===== src/rtl/mipi_rgb888_unpack.sv =====
`default_nettype none
// mipi_rgb888_unpack: 3-phase gearbox that turns 32-bit MIPI payload words into RGB888
// pixels, with line/frame tracking and short-line / extra-line error pulses.
module mipi_rgb888_unpack #(
    parameter logic [10:0] H_ACTIVE = 11'd1080,
    parameter logic [10:0] V_ACTIVE = 11'd1920
) (
    input  logic        CLKn,
    input  logic        RSTn,
    input  logic        in_valid,
    input  logic [31:0] in_data,
    input  logic        frame_start,
    output logic        out_valid,
    output logic        out_num,
    output logic [23:0] out_pix0,
    output logic [23:0] out_pix1,
    output logic        out_sof,
    output logic        out_eol,
    output logic [10:0] out_line,
    output logic        frame_done,
    output logic        err_short_line,
    output logic        err_extra_line
);
    localparam int              WPL       = int'(H_ACTIVE) * 3 / 4;
    localparam int              WC_W      = (WPL > 1) ? $clog2(WPL) : 1;
    localparam logic [WC_W-1:0] WC_LAST   = WC_W'(WPL - 1);
    localparam logic [10:0]     LINE_LAST = V_ACTIVE - 11'd1;

    typedef enum logic [1:0] {
        PH0 = 2'd0,
        PH1 = 2'd1,
        PH2 = 2'd2
    } phase_t;

    phase_t          phase, phase_n, ph_e;
    logic [WC_W-1:0] word_cnt, wc_n, wc_e;
    logic [10:0]     line_cnt, line_n, line_e;
    logic [7:0]      res_hi, res_hi_n, res_lo, res_lo_n;
    logic            sof_arm, sof_n, sof_e;
    logic            active, active_n;
    logic            fs_was_low;
    logic            rise, fall, accept, in_range, last;

    logic            valid_n, num_n, sof_o_n, eol_n, done_n, short_n, extra_n;
    logic [23:0]     pix0_n, pix1_n;
    logic [10:0]     line_o_n;

    always_comb begin
        // fs_was_low resets to 0, so a frame_start already high at reset release is not an edge
        rise     = frame_start & fs_was_low;
        fall     = ~frame_start & ~fs_was_low;
        ph_e     = rise ? PH0 : phase;
        wc_e     = rise ? '0 : word_cnt;
        line_e   = rise ? 11'd0 : line_cnt;
        sof_e    = rise | sof_arm;
        accept   = in_valid & frame_start & (rise | active);
        in_range = line_e < V_ACTIVE;
        last     = (wc_e == WC_LAST);

        phase_n  = ph_e;
        wc_n     = wc_e;
        line_n   = line_e;
        sof_n    = sof_e;
        res_hi_n = res_hi;
        res_lo_n = res_lo;
        active_n = frame_start & (rise | active);

        valid_n  = 1'b0;
        num_n    = 1'b0;
        pix0_n   = out_pix0;
        pix1_n   = out_pix1;
        sof_o_n  = 1'b0;
        eol_n    = 1'b0;
        line_o_n = out_line;
        done_n   = 1'b0;
        short_n  = 1'b0;
        extra_n  = 1'b0;

        if (fall) begin
            short_n  = (word_cnt != '0);
            phase_n  = PH0;
            wc_n     = '0;
            line_n   = 11'd0;
            res_hi_n = 8'd0;
            res_lo_n = 8'd0;
            sof_n    = 1'b0;
        end else if (accept && !in_range) begin
            extra_n = 1'b1;
        end else if (accept) begin
            valid_n  = 1'b1;
            sof_o_n  = sof_e;
            sof_n    = 1'b0;
            line_o_n = line_e;
            case (ph_e)
                PH1: begin
                    pix0_n   = {in_data[15:0], res_hi};
                    res_hi_n = in_data[31:24];
                    res_lo_n = in_data[23:16];
                    phase_n  = PH2;
                end
                PH2: begin
                    pix0_n   = {in_data[7:0], res_hi, res_lo};
                    pix1_n   = in_data[31:8];
                    num_n    = 1'b1;
                    res_hi_n = 8'd0;
                    res_lo_n = 8'd0;
                    phase_n  = PH0;
                end
                default: begin
                    pix0_n   = in_data[23:0];
                    res_hi_n = in_data[31:24];
                    phase_n  = PH1;
                end
            endcase
            if (last) begin
                eol_n   = 1'b1;
                done_n  = (line_e == LINE_LAST);
                wc_n    = '0;
                phase_n = PH0;
                line_n  = line_e + 11'd1;
            end else begin
                wc_n = wc_e + 1'b1;
            end
        end
    end

    always_ff @(posedge CLKn or negedge RSTn) begin
        if (!RSTn) begin
            phase          <= PH0;
            word_cnt       <= '0;
            line_cnt       <= 11'd0;
            res_hi         <= 8'd0;
            res_lo         <= 8'd0;
            sof_arm        <= 1'b0;
            active         <= 1'b0;
            fs_was_low     <= 1'b0;
            out_valid      <= 1'b0;
            out_num        <= 1'b0;
            out_pix0       <= 24'd0;
            out_pix1       <= 24'd0;
            out_sof        <= 1'b0;
            out_eol        <= 1'b0;
            out_line       <= 11'd0;
            frame_done     <= 1'b0;
            err_short_line <= 1'b0;
            err_extra_line <= 1'b0;
        end else begin
            phase          <= phase_n;
            word_cnt       <= wc_n;
            line_cnt       <= line_n;
            res_hi         <= res_hi_n;
            res_lo         <= res_lo_n;
            sof_arm        <= sof_n;
            active         <= active_n;
            fs_was_low     <= ~frame_start;
            out_valid      <= valid_n;
            out_num        <= num_n;
            out_pix0       <= pix0_n;
            out_pix1       <= pix1_n;
            out_sof        <= sof_o_n;
            out_eol        <= eol_n;
            out_line       <= line_o_n;
            frame_done     <= done_n;
            err_short_line <= short_n;
            err_extra_line <= extra_n;
        end
    end
endmodule
`default_nettype wire


===== config.mk =====
export PLATFORM = sky130hd
export DESIGN_NAME = mipi_rgb888_unpack
export DESIGN_NICKNAME = d
export VERILOG_FILES = /design/src/rtl/mipi_rgb888_unpack.sv
export SDC_FILE = /design/constraint.sdc
export NUM_CORES = 1
export LEC_CHECK = 0
export ABC_AREA = 1
export BUFFER_PORTS_ARGS = -buffer_cell sky130_fd_sc_hd__buf_2
export CORE_ASPECT_RATIO = 2
export CORE_UTILIZATION = 35
export CTS_CLUSTER_SIZE = 10
export DETAILED_ROUTE_END_ITERATION = 6
export GPL_ROUTABILITY_DRIVEN = 1
export PLACE_DENSITY = 0.55
export SLEW_MARGIN = 20
export SYNTH_ARGS = -nofsm -noshare
export SYNTH_HDL_FRONTEND = slang
export SYNTH_SLANG_ARGS = --single-unit

===== constraint.sdc =====
create_clock -name CLKn -period 2.9 [get_ports CLKn]
set_input_delay 0.58 -clock CLKn [delete_from_list [all_inputs] [get_ports CLKn]]
set_output_delay 0.58 -clock CLKn [all_outputs]
set_load 0.01 [all_outputs]

# Word level (Yosys, flattened, before mapping)
# Cells that the tools add are included.
# word_totals
ff_bits	108
elab_cells	95
output_inout_bits	66
# classes
muxes	49
add_sub_neg	2
eq_ne	5
bitwise	11
order_cmp	1
n_reduce_logical	9
# ops
op	n
8-bit 2-to-1 mux	7
11-bit 2-to-1 mux	5
10-bit 2-to-1 mux	5
24-bit case mux with 2 select lines	1
1-bit 2-to-1 mux	24
8-bit case mux with 2 select lines	1
11-bit by 1-bit adder with 11-bit output, second input constant	1
11-bit equality test, second input constant	1
11-bit less-than comparator, second input constant	1
10-bit by 1-bit adder with 10-bit output, second input constant	1
10-bit equality test, second input constant	1
2-bit 2-to-1 mux	5
10-bit nonzero test	1
3-bit AND reduction	2
1-bit bitwise AND	5
1-bit NOT	4
2-bit case mux with 2 select lines	1
4-bit AND reduction	1
3-bit nonzero test	1
2-bit by 1-bit equality test with 1-bit output, second input constant	1
2-bit equality test, second input constant	1
2-bit inequality test, second input constant	1
1-bit OR	2
2-bit AND reduction	1
3 further kinds	3

# Logic depth before layout (Yosys ltp)
# Gate-level depths: netlist (run 1).
# logic_depth
depth_word	8
mapped_depth	15
ltp_nobuf	13

# Least setup slack after synthesis (run 1)
# OpenSTA, ideal clock, no wires.
# synth_timing
kind	in2reg
startpoint	in frame_start
endpoint	reg out_pix0[13]
stages	12
arrival_time_ps	2365
slack_ps	453
cell_sequence	nand2_2 > buf_6 > clkbuf_1 > nand2_1 > inv_1 > ha_1 > clkbuf_1 > inv_1 > clkbuf_1 > o22ai_1 > nand2_1 > a31oi_1
# synth_via
elab_chain_cells	7
elab_cells_between_ends	17
cone_classes	order compare (1); eq/ne (2); mux (3); bitwise (8); reduce/logical (3)
# synth_rtl
item	line_no	source
start, declared	12	input logic frame_start,
1-bit bitwise AND	50	rise = frame_start & fs_was_low;
11-bit 2-to-1 mux	54	line_e = rise ? 11'd0 : line_cnt;
11-bit less-than comparator	57	in_range = line_e < V_ACTIVE;
1-bit logical NOT	87	end else if (accept && !in_range) begin
1-bit logical AND	87	
1-bit NOT (no line)	n/a	
3-bit AND reduction (no line)	n/a	
end signal, assigned	158	out_pix0 <= pix0_n;
end, declared	15	output logic [23:0] out_pix0,
# Parallel ways exist; a longest one is shown, timed or not.
# A chain may end at the register's enable or synchronous reset.

# Worst setup path after layout (run 1)
# layout_timing
startpoint	reg fs_was_low
endpoint	reg word_cnt[5]
# layout_via
elab_chain_cells	7
elab_cells_between_ends	16
cone_classes	add/sub (1); order compare (1); eq/ne (1); mux (6); bitwise (5); reduce/logical (2)
# layout_rtl
item	line_no	source
start, declared	41	logic fs_was_low;
start signal, assigned	155	fs_was_low <= ~frame_start;
1-bit bitwise AND	50	
10-bit 2-to-1 mux or 11-bit 2-to-1 mux (tied branches)	53, 54	
10-bit by 1-bit adder with 10-bit output, or another cell as far along	122	wc_n = wc_e + 1'b1;
10-bit 2-to-1 mux or 1-bit logical NOT (tied branches)	115, 87	
10-bit 2-to-1 mux or 1-bit logical AND (tied branches)	89, 87	
10-bit 2-to-1 mux	87	
10-bit 2-to-1 mux *	79	if (fall) begin
named net wc_n[5]	36	logic [WC_W-1:0] word_cnt, wc_n, wc_e;
end signal, assigned	149	word_cnt <= wc_n;
end, declared	36	
# The timed path passes the listed nets; every way through them passes the cells marked *.

==> flow_summary.ini, run 1 <==
[outcome]
status = finished clean

[logic_synthesis]
seq_area_frac_synth_pct = 53.27
synth.distinct_cells = 28
ys_top_cells_by_area = dfrtp_1 53%, nand2_1 15%, inv_1 5.1%, o21ai_0 4.9%, nor2_1 4.7%
synth_area_sq_um = 5074
synth_top_area_share_pct = 53.27
synth_nets = 670
yosys.area.top_type = dfrtp_1
syn_inst = 630
ys_ff_latch = 108
synth_warnings = 0
syn_avg_cell_area_sq_um = 8.053

[die]
row_count = 61
die_y_um = 172.3
coreArea_sq_um = 14040
die_area_sq_um = 15010
io_pins = 102
start_util_pct = 36.13
die_w_um = 87.14

[detailed_routing]
viasPerCell = 4.867
post_drt_wl_per_cell_um = 15.77
ant_nets = 0
remaining_drc_errors = 0
first_pass_iters = 5
drt_iter0_markers = 154
wirelength_um = 14600
vias = 4507

[cts]
cts_buffers = 9
ctsResizeCount = 0
clk_pin_slew_ns = 0.07
clk_path_buf_depth = 2
post-cts-setup-buffers = 0
cts_root_buf = clkbuf_16
cts_hold_buf = 0
h-tree-depth = 3
cts_tree = done
clock_latency_ns = 0.34
clock_sinks = 108

[timing]
final_max_slew_viol_count = 0
relSlewSlack_pct = 61.79
holdWs_ns = 0.2284
layout_worst_path_cycle_share_pct = 74.67
skew_ns = 0.007209
finalSetupViolations = 0
rsz0062_at_grt = no
finalSetupTns_ns = 0
layout_setup_ws_ns = 0.7345
hold_viol = 0
fmax_mhz = 461.8
worstMarginPinSlew_ns = 0.5732
post-route-min-period_ns = 2.166

[global_routing]
grt.total_usage_pct = 20.64
grt_pass1_wl_um = 23300
grt_pass1_vias = 4601
grt-ovfl-total = 0
grt_max_degree = 46
grt_antenna_before_repair = 0

[worst_hold_path]
hold_path_class = input port to async pin

[worst_setup_path]
cp_cell_sequence = nand2_2 -> inv_2 -> nor2_2 -> nand2_1 -> nor2_1 -> nand2_1 -> nand3_1 -> inv_1 -> nand2_1 -> o21ai_0
worstSetupPathType = register to register
cp_num_buf_inv = 2
endpoint_kind = register
path_delay_family = simple AND/OR/NAND/NOR gates
critPathMaxFanout = 14
critical-path-slowest-cell = dfrtp_1
worstSetupStartpointType = register
crit_arrival_ns = 2.39
max_stage_delay_ns = 0.39
crit_path_frequent_cell = nand2_1
reg2reg_from = fs_was_low$_DFF_PN0_
required_ns = 3.13
startpoint = fs_was_low$_DFF_PN0_

[power_and_ir_drop]
power_density_nw_per_um2 = 599.0
combPwrFrac_pct = 15.3
power.share.clock_pct = 36.7
switchingPower_uw = 1013
switching_share_pct = 27.55
intPower_uw = 2664
ir_worst_vdd_mv = 0.3139
p_leak_uw = 0.003201
p_seq_share_pct = 48.0

[place]
dpl.cell_count = 910
dp_slack_ns = 0.4127
gp_congestion = 0.9562
portBuffers = 101
postPlaceCellArea_sq_um = 5812
dp_hpwl_um = 11330

[cells_and_area]
final_layout_size_suffix_gt1_share_pct = 20.08
final-seq-area_sq_um = 2703
nNetsFinal = 772
mostFrequentLayoutCells = 200 x nand2_1, 108 x dfrtp_1, 100 x buf_2, 69 x inv_1, 64 x nor2_1
antenna_cells = 0
multi_input_area_sq_um = 1931
final_common_cell = nand2_1
final_area_sq_um = 6138
stdcell_count = 926
fillCellCount = 1485
syn2layout_area_growth_pct = 20.99

[job]
drv_cap = 0
-- kinds of logic (layout without fill, tap and decap cells) --
kind of cell | count (synthesis) | count (layout) | share of synthesized area, %
fa+ha+maj | 4 | 4 | 0.9865
xor+xnor | 3 | 3 | 0.5180
compound gates | 113 | 113 | 12.95
simple gates | 301 | 301 | 23.60
flops | 108 | 108 | 53.27
buf+inv | 101 | 208 | 8.680
-- power groups by stage --
stage / sequential, uW / combinational (uW) / clock (uW)
CTS: 1760 / 573 / 1390
finish: 1760 / 563 / 1350
global placement: 1790 / 562 / 0
floorplan: 1820 / 259 / 0
detailed placement: 1790 / 572 / 0
global route: 1780 / 636 / 1430
-- stage by stage --
| step | total power, uW | utilization (%) |
|---|---|---|
| after CTS | 3724 | 43.71 |
| after global placement | 2352 | 41.38 |
| after floorplan | 2075 | - |
| after global routing | 3847 | 43.71 |
| final | 3677 | 43.71 |
| after detailed placement | 2365 | 41.38 |
-- registers in the layout, indices dropped and copies added (netlist names), 2 cells and up --
signal / count
out_pix0: 24
out_pix1: 24
line_cnt: 11
out_line: 11
word_cnt: 10
res_hi: 8
res_lo: 8
phase: 2
-- cell usage after synthesis, drive strengths merged --
| cell | n |
|---|---|
| o31ai | 1 |
| clkbuf | 13 |
| dfrtp | 108 |
| o21ai | 54 |
| a31oi | 24 |
| inv | 73 |
| nand3b | 1 |
| nor3 | 3 |
| nor4 | 2 |
| xnor2 | 3 |
| nand4 | 4 |
| a41oi | 1 |
| buf | 15 |
| ha | 4 |
| a21oi | 7 |
| nand2 | 206 |
| nand3 | 18 |
| o22ai | 26 |
| nor2 | 66 |
| and3 | 1 |
-- path summary, 6_finish.rpt --
check                           depth (start not counted)  slack, ns                       end
worst max-delay path                                   10       0.73     word_cnt[5]$_DFF_PN0_
worst min-delay path                                    1       0.23  err_extra_line$_DFF_PN0_
worst max register to register                         10       0.73     word_cnt[5]$_DFF_PN0_
worst min register to register                          2       0.48   out_line[3]$_DFFE_PN0P_
max in group asynchronous                               2       2.01   out_pix1[2]$_DFFE_PN0P_
min in group CLKn                                       2       0.45      fs_was_low$_DFF_PN0_
-- area by class of cell --
cell class	count	share of cell area, %
sequential	108	44.03
multi-input combinational	421	31.45
timing repair buffer	119	10.88
inverter	73	4.464
clock buffer	11	3.954
tap	189	3.852
clock inverter	5	1.366
-- metal layers --
layer	global-route usage, %	vias up	wire [um]
met5	0	-	0
met4	12.97	0	805
met3	2.864	37	505
met2	37.14	133	7758
met1	22.33	2119	5533
li1	-	2218	-
Power figures use the tool's default switching activity.
==> run 2: changes to the inputs <==
==> constraint.sdc (replaced) <==
create_clock -name CLKn -period 2.2 [get_ports CLKn]
set_input_delay 0.44 -clock CLKn [delete_from_list [all_inputs] [get_ports CLKn]]
set_output_delay 0.44 -clock CLKn [all_outputs]
set_load 0.01 [all_outputs]
==> run 2 against run 1 <==
Net effect: combinational power rose by 37%; routed wire length decreased by 0.16%; hold slack lost 0.18 ns; flip-flop and latch count unchanged; sequential power increased by 32%; global-route usage is 0.22 points higher; die area unchanged; core utilization is 1.1 points higher; design area increased by 2.6%; sequential share of layout area is 1.1 points lower; highest routed layer unchanged; clock-buffer cell count fell by 1; clock power rose by 26%.
==> flow_summary.ini, run 2 (synthesized netlist as in run 1, its figures left out) <==
[cts]
clock_sinks = 108
clk_pin_slew_ns = 0.08
cts_tree = done
post-cts-setup-buffers = 0
clock_latency_ns = 0.35
cts_root_buf = clkbuf_16
clk_path_buf_depth = 2
cts_buffers = 9
h-tree-depth = 3
cts_hold_buf = 0

[cells_and_area]
mostFrequentLayoutCells = 200 x nand2_1, 108 x dfrtp_1, 100 x buf_2, 69 x inv_1, 62 x nor2_1
final_common_cell = nand2_1
nNetsFinal = 786
top_regs = out_pix0: 24 flops, out_pix1: 24 flops
final_area_sq_um = 6297
utilization_pct = 44.84
final_layout_size_suffix_gt1_share_pct = 21.84
antenna_cells = 0
fillCellCount = 1474
syn2layout_area_growth_pct = 24.12

[timing]
fmax_mhz = 505.8
relSlewSlack_pct = 67.46
final_max_slew_viol_count = 0
hold_viol = 0
rsz0062_at_grt = no
layout_worst_path_cycle_share_pct = 89.88
worstMarginPinSlew_ns = 0.4881
finalSetupTns_ns = 0
finalSetupViolations = 0
skew_ns = 0.009735
post-route-min-period_ns = 1.977

[global_routing]
grt-ovfl-total = 0
grt_max_degree = 45
grt_antenna_before_repair = 0
grt_pass1_wl_um = 23290
grt.total_usage_pct = 20.86
grt_pass1_vias = 4475

[die]
coreArea_sq_um = 14040
die_area_sq_um = 15010
row_count = 61
die_y_um = 172.3
io_pins = 102
die_w_um = 87.14
start_util_pct = 36.13

[worst_setup_path]
ff2ff_path_depth = 9
required_ns = 2.47
crit_arrival_ns = 2.24
startpoint = fs_was_low$_DFF_PN0_
endpoint_kind = register
path_delay_family = simple AND/OR/NAND/NOR gates
worstSetupPathType = register to register
reg2reg_from = fs_was_low$_DFF_PN0_
reg2reg_slack_ns = 0.22
cp_num_buf_inv = 3
critPathMaxFanout = 10
max_stage_delay_ns = 0.39
worstSetupStartpointType = register
cp_cell_sequence = nand2_2 -> buf_4 -> nand2_1 -> ha_1 -> buf_4 -> nor2_1 -> buf_4 -> nand2_1 -> o22ai_1
cp_num_cells = 9
crit_path_frequent_cell = buf_4
critical-path-slowest-cell = dfrtp_1

[detailed_routing]
post_drt_wl_per_cell_um = 15.51
remaining_drc_errors = 0
first_pass_iters = 5
viasPerCell = 4.801
vias = 4513
drt_iter0_markers = 142
ant_nets = 0
wirelength_um = 14580

[power_and_ir_drop]
p_leak_uw = 0.003296
power_density_nw_per_um2 = 762.1
switchingPower_uw = 1388
intPower_uw = 3411
power.share.clock_pct = 35.3
combPwrFrac_pct = 16.1
ir_worst_vdd_mv = 0.3926
p_seq_share_pct = 48.6
finalPower_uw = 4799
switching_share_pct = 28.93

[place]
postPlaceCellArea_sq_um = 5979
portBuffers = 101
gp_congestion = 1.032
dp_hpwl_um = 11480

[worst_hold_path]
hold_path_class = input port to async pin

[outcome]
status = finished clean

[job]
drv_cap = 0
## run 2: worst reg2reg max path: cells and delay by family, from the launching register on
kind	cells	cell delay [ns]
AO/OA/AOI/OAI	1	0.19
adder cells (fa/ha/maj)	1	0.23
buffers and inverters	3	0.51
flip-flops	1	0.39
AND/OR/NAND/NOR	4	0.57
## run 2: layout make-up
| type | instances | area, sq um | area share, % |
|---|---|---|---|
| flip-flops and latches | 108 | 2703 | 42.92 |
| multi-input cells | 421 | 1941 | 30.82 |
| repair buffers | 133 | 835.8 | 13.27 |
| inverters | 73 | 274.0 | 4.351 |
| well taps | 189 | 236.5 | 3.755 |
| clock buffers | 10 | 229.0 | 3.636 |
| clock inverters | 6 | 78.83 | 1.252 |
## run 2: power by group through the flow
stage                     logic, uW  clock network, uW  registers (uW)
final                           773               1700            2330
after floorplan                 342                  0            2390
after CTS                       784               1740            2330
after global placement          769                  0            2370
after global routing            871               1800            2350
after detailed placement        783                  0            2370
## run 2: per-stage QoR
step	std cells	hold WS (ns)	worst slack (ns)
finish	940	0.04719	0.2228
global placement	924	0.4354	0.06689
global route	940	0.07935	0.03513
floorplan	630	0.1444	0.01647
CTS	940	0.05486	0.2020
detailed placement	924	0.4401	0.04675
## run 2: worst paths after layout
| check | end |
|---|---|
| max | res_hi[0]$_DFFE_PN0P_ |
| min | err_extra_line$_DFF_PN0_ |
| max reg2reg | res_hi[0]$_DFFE_PN0P_ |
| min reg2reg | out_line[9]$_DFFE_PN0P_ |
| max in group asynchronous | out_pix0[17]$_DFFE_PN0P_ |
| min in group CLKn | fs_was_low$_DFF_PN0_ |
## run 2: routing by layer
| layer | track usage (%) | vias to the layer above | part of all wire (%) |
|---|---|---|---|
| met5 | 0 | - | 0 |
| met4 | 9.195 | 0 | 3.2 |
| met3 | 2.482 | 27 | 2.9 |
| met2 | 40.50 | 127 | 57 |
| met1 | 21.87 | 2105 | 37 |
| li1 | - | 2254 | - |
## run 2: repair_timing
| item | in CTS | in global routing |
|---|---|---|
| gates resized for setup | 0 | 3 |
| endpoints found under the setup margin | 0 | 10 |
| hold endpoints to repair | 0 | 0 |
==> run 3: changes to the inputs <==
==> constraint.sdc (replaced) <==
create_clock -name CLKn -period 2.5 [get_ports CLKn]
set_input_delay 0.5 -clock CLKn [delete_from_list [all_inputs] [get_ports CLKn]]
set_output_delay 0.5 -clock CLKn [all_outputs]
set_load 0.01 [all_outputs]
==> run 3 against run 2 <==
Net effect: hold slack improved by 0.086 ns; critical path depth up 2; first-iteration DRC count up 49%; non-clock buffer count is 7 lower; combinational power decreased by 14%; maximum frequency is 1.3% lower; design area is 2.0% lower; flip-flop and latch count unchanged; sequential share of layout area up 0.89 points; core utilization is 0.91 points lower; clock power down 16%; global-route usage shrank 0.24 points; largest cell class unchanged; largest power group unchanged.
==> flow_summary.ini, run 3 (synthesized netlist as in run 1, its figures left out) <==
[outcome]
status = finished clean

[worst_setup_path]
ff2ff_path_depth = 11
endpoint_kind = register
max_stage_delay_ns = 0.39
required_ns = 2.72
startpoint = fs_was_low$_DFF_PN0_
worstSetupPathType = register to register
worstSetupStartpointType = register
crit_arrival_ns = 2.23
cp_num_cells = 11
cp_num_buf_inv = 3
reg2reg_from = fs_was_low$_DFF_PN0_
reg2reg_slack_ns = 0.50
critical-path-slowest-cell = dfrtp_1
critPathMaxFanout = 9
crit_path_frequent_cell = nand2_2
path_delay_family = simple AND/OR/NAND/NOR gates
cp_cell_sequence = nand2_2 -> buf_4 -> nand2_2 -> inv_2 -> nand2_2 -> nor2_1 -> nand2_1 -> nand3_1 -> inv_1 -> nand2_1 -> o21ai_0
reg2reg_to = word_cnt[7]$_DFF_PN0_
crit_path_end = word_cnt[7]$_DFF_PN0_

[die]
io_pins = 102
die_area_sq_um = 15010
row_count = 61
die_w_um = 87.14
die_y_um = 172.3
start_util_pct = 36.13
coreArea_sq_um = 14040

[cts]
h-tree-depth = 3
post-cts-setup-buffers = 0
clock_sinks = 108
clk_pin_slew_ns = 0.07
cts_buffers = 9
ctsResizeCount = 0
cts_root_buf = clkbuf_16
cts_hold_buf = 0
cts_tree = done
clk_path_buf_depth = 2
clock_latency_ns = 0.34

[timing]
holdWs_ns = 0.1334
hold_viol = 0
layout_worst_path_cycle_share_pct = 80.17
finalSetupViolations = 0
relSlewSlack_pct = 65.66
post-route-min-period_ns = 2.004
finalSetupTns_ns = 0
skew_ns = 0.008985
final_max_slew_viol_count = 0
worstMarginPinSlew_ns = 0.5151
rsz0062_at_grt = no
fmax_mhz = 499.0

[job]
drv_cap = 0

[cells_and_area]
antenna_cells = 0
final_common_cell = nand2_1
syn2layout_area_growth_pct = 21.60
mostFrequentLayoutCells = 200 x nand2_1, 108 x dfrtp_1, 100 x buf_2, 69 x inv_1, 64 x nor2_1
final_layout_size_suffix_gt1_share_pct = 20.73
top_regs = out_pix0: 24 flops, out_pix1: 24 flops
final_area_sq_um = 6170
nNetsFinal = 779

[detailed_routing]
viasPerCell = 4.835
post_drt_wl_per_cell_um = 15.84
first_pass_iters = 4
vias = 4506
ant_nets = 0
remaining_drc_errors = 0
wirelength_um = 14770
drt_iter0_markers = 211

[power_and_ir_drop]
p_leak_uw = 0.003226
ir_worst_vdd_mv = 0.5131
power_density_nw_per_um2 = 670.2

[global_routing]
grt_antenna_before_repair = 0
grt_pass1_vias = 4485
grt_pass1_wl_um = 22960
grt_max_degree = 43
grt.total_usage_pct = 20.62
grt-ovfl-total = 0

[place]
postPlaceCellArea_sq_um = 5877
portBuffers = 101
gp_congestion = 1.042
dp_hpwl_um = 11480

[worst_hold_path]
hold_path_class = input port to async pin
## run 3: cell types whose count changed in the layout (fill, tap and decap cells not counted), sizes merged
cell	previous run	this run
clkbuf	10	11
clkinvlp	0	2
inv	77	73
buf	133	126
## run 3: through the flow
step / setup slack, ns / power, uW / instances / utilization (%)
floorplan: 0.1332 / 2407 / 630 / -
global placement: 0.3116 / 2741 / 917 / 41.85
detailed placement: 0.2903 / 2755 / 917 / 41.85
CTS: 0.5032 / 4189 / 932 / 43.93
global route: 0.3567 / 4339 / 932 / 43.93
finish: 0.4958 / 4135 / 932 / 43.93
## run 3: layer usage
| layer | track usage, % | wire, um |
|---|---|---|
| met3 | 3.198 | 504 |
| met4 | 13.90 | 945 |
| met2 | 37.62 | 7871 |
| met5 | 0 | 0 |
| met1 | 21.23 | 5444 |
## run 3: worst min path at each step
stage	from	end	slack, ns	depth (start not counted)
2_1_floorplan	RSTn	active$_DFF_PN0_	0.20	0
3_3_place_gp	out_pix1[13]$_DFFE_PN0P_	out_pix1[13]$_DFFE_PN0P_	0.46	2
3_5_place_dp	out_pix1[9]$_DFFE_PN0P_	out_pix1[9]$_DFFE_PN0P_	0.47	2
4_1_cts	RSTn	err_extra_line$_DFF_PN0_	0.15	1
5_1_grt	RSTn	err_extra_line$_DFF_PN0_	0.16	1
6_report	RSTn	err_extra_line$_DFF_PN0_	0.13	1
## run 3: layout make-up
class | count | area, sq um
clock buffer | 11 | 242.7
clock inverter | 4 | 50.05
fill | 1481 | 7874
inverter | 73 | 274.0
multi-input combinational | 421 | 1931
sequential | 108 | 2703
tap | 189 | 236.5
timing repair buffer | 126 | 733.2
## run 3: worst reg2reg max path, delay by kind of cell, from the launching register on
family,cells,cell delay [ns]
AO/OA/AOI/OAI,1,0.07
buffers and inverters,3,0.38
flip-flops,1,0.39
AND/OR/NAND/NOR,7,1.05
## run 3: report_power, final
part	switching (uW)	internal [uW]
Combinational	405	259
Clock	626	798
Sequential	117	1930
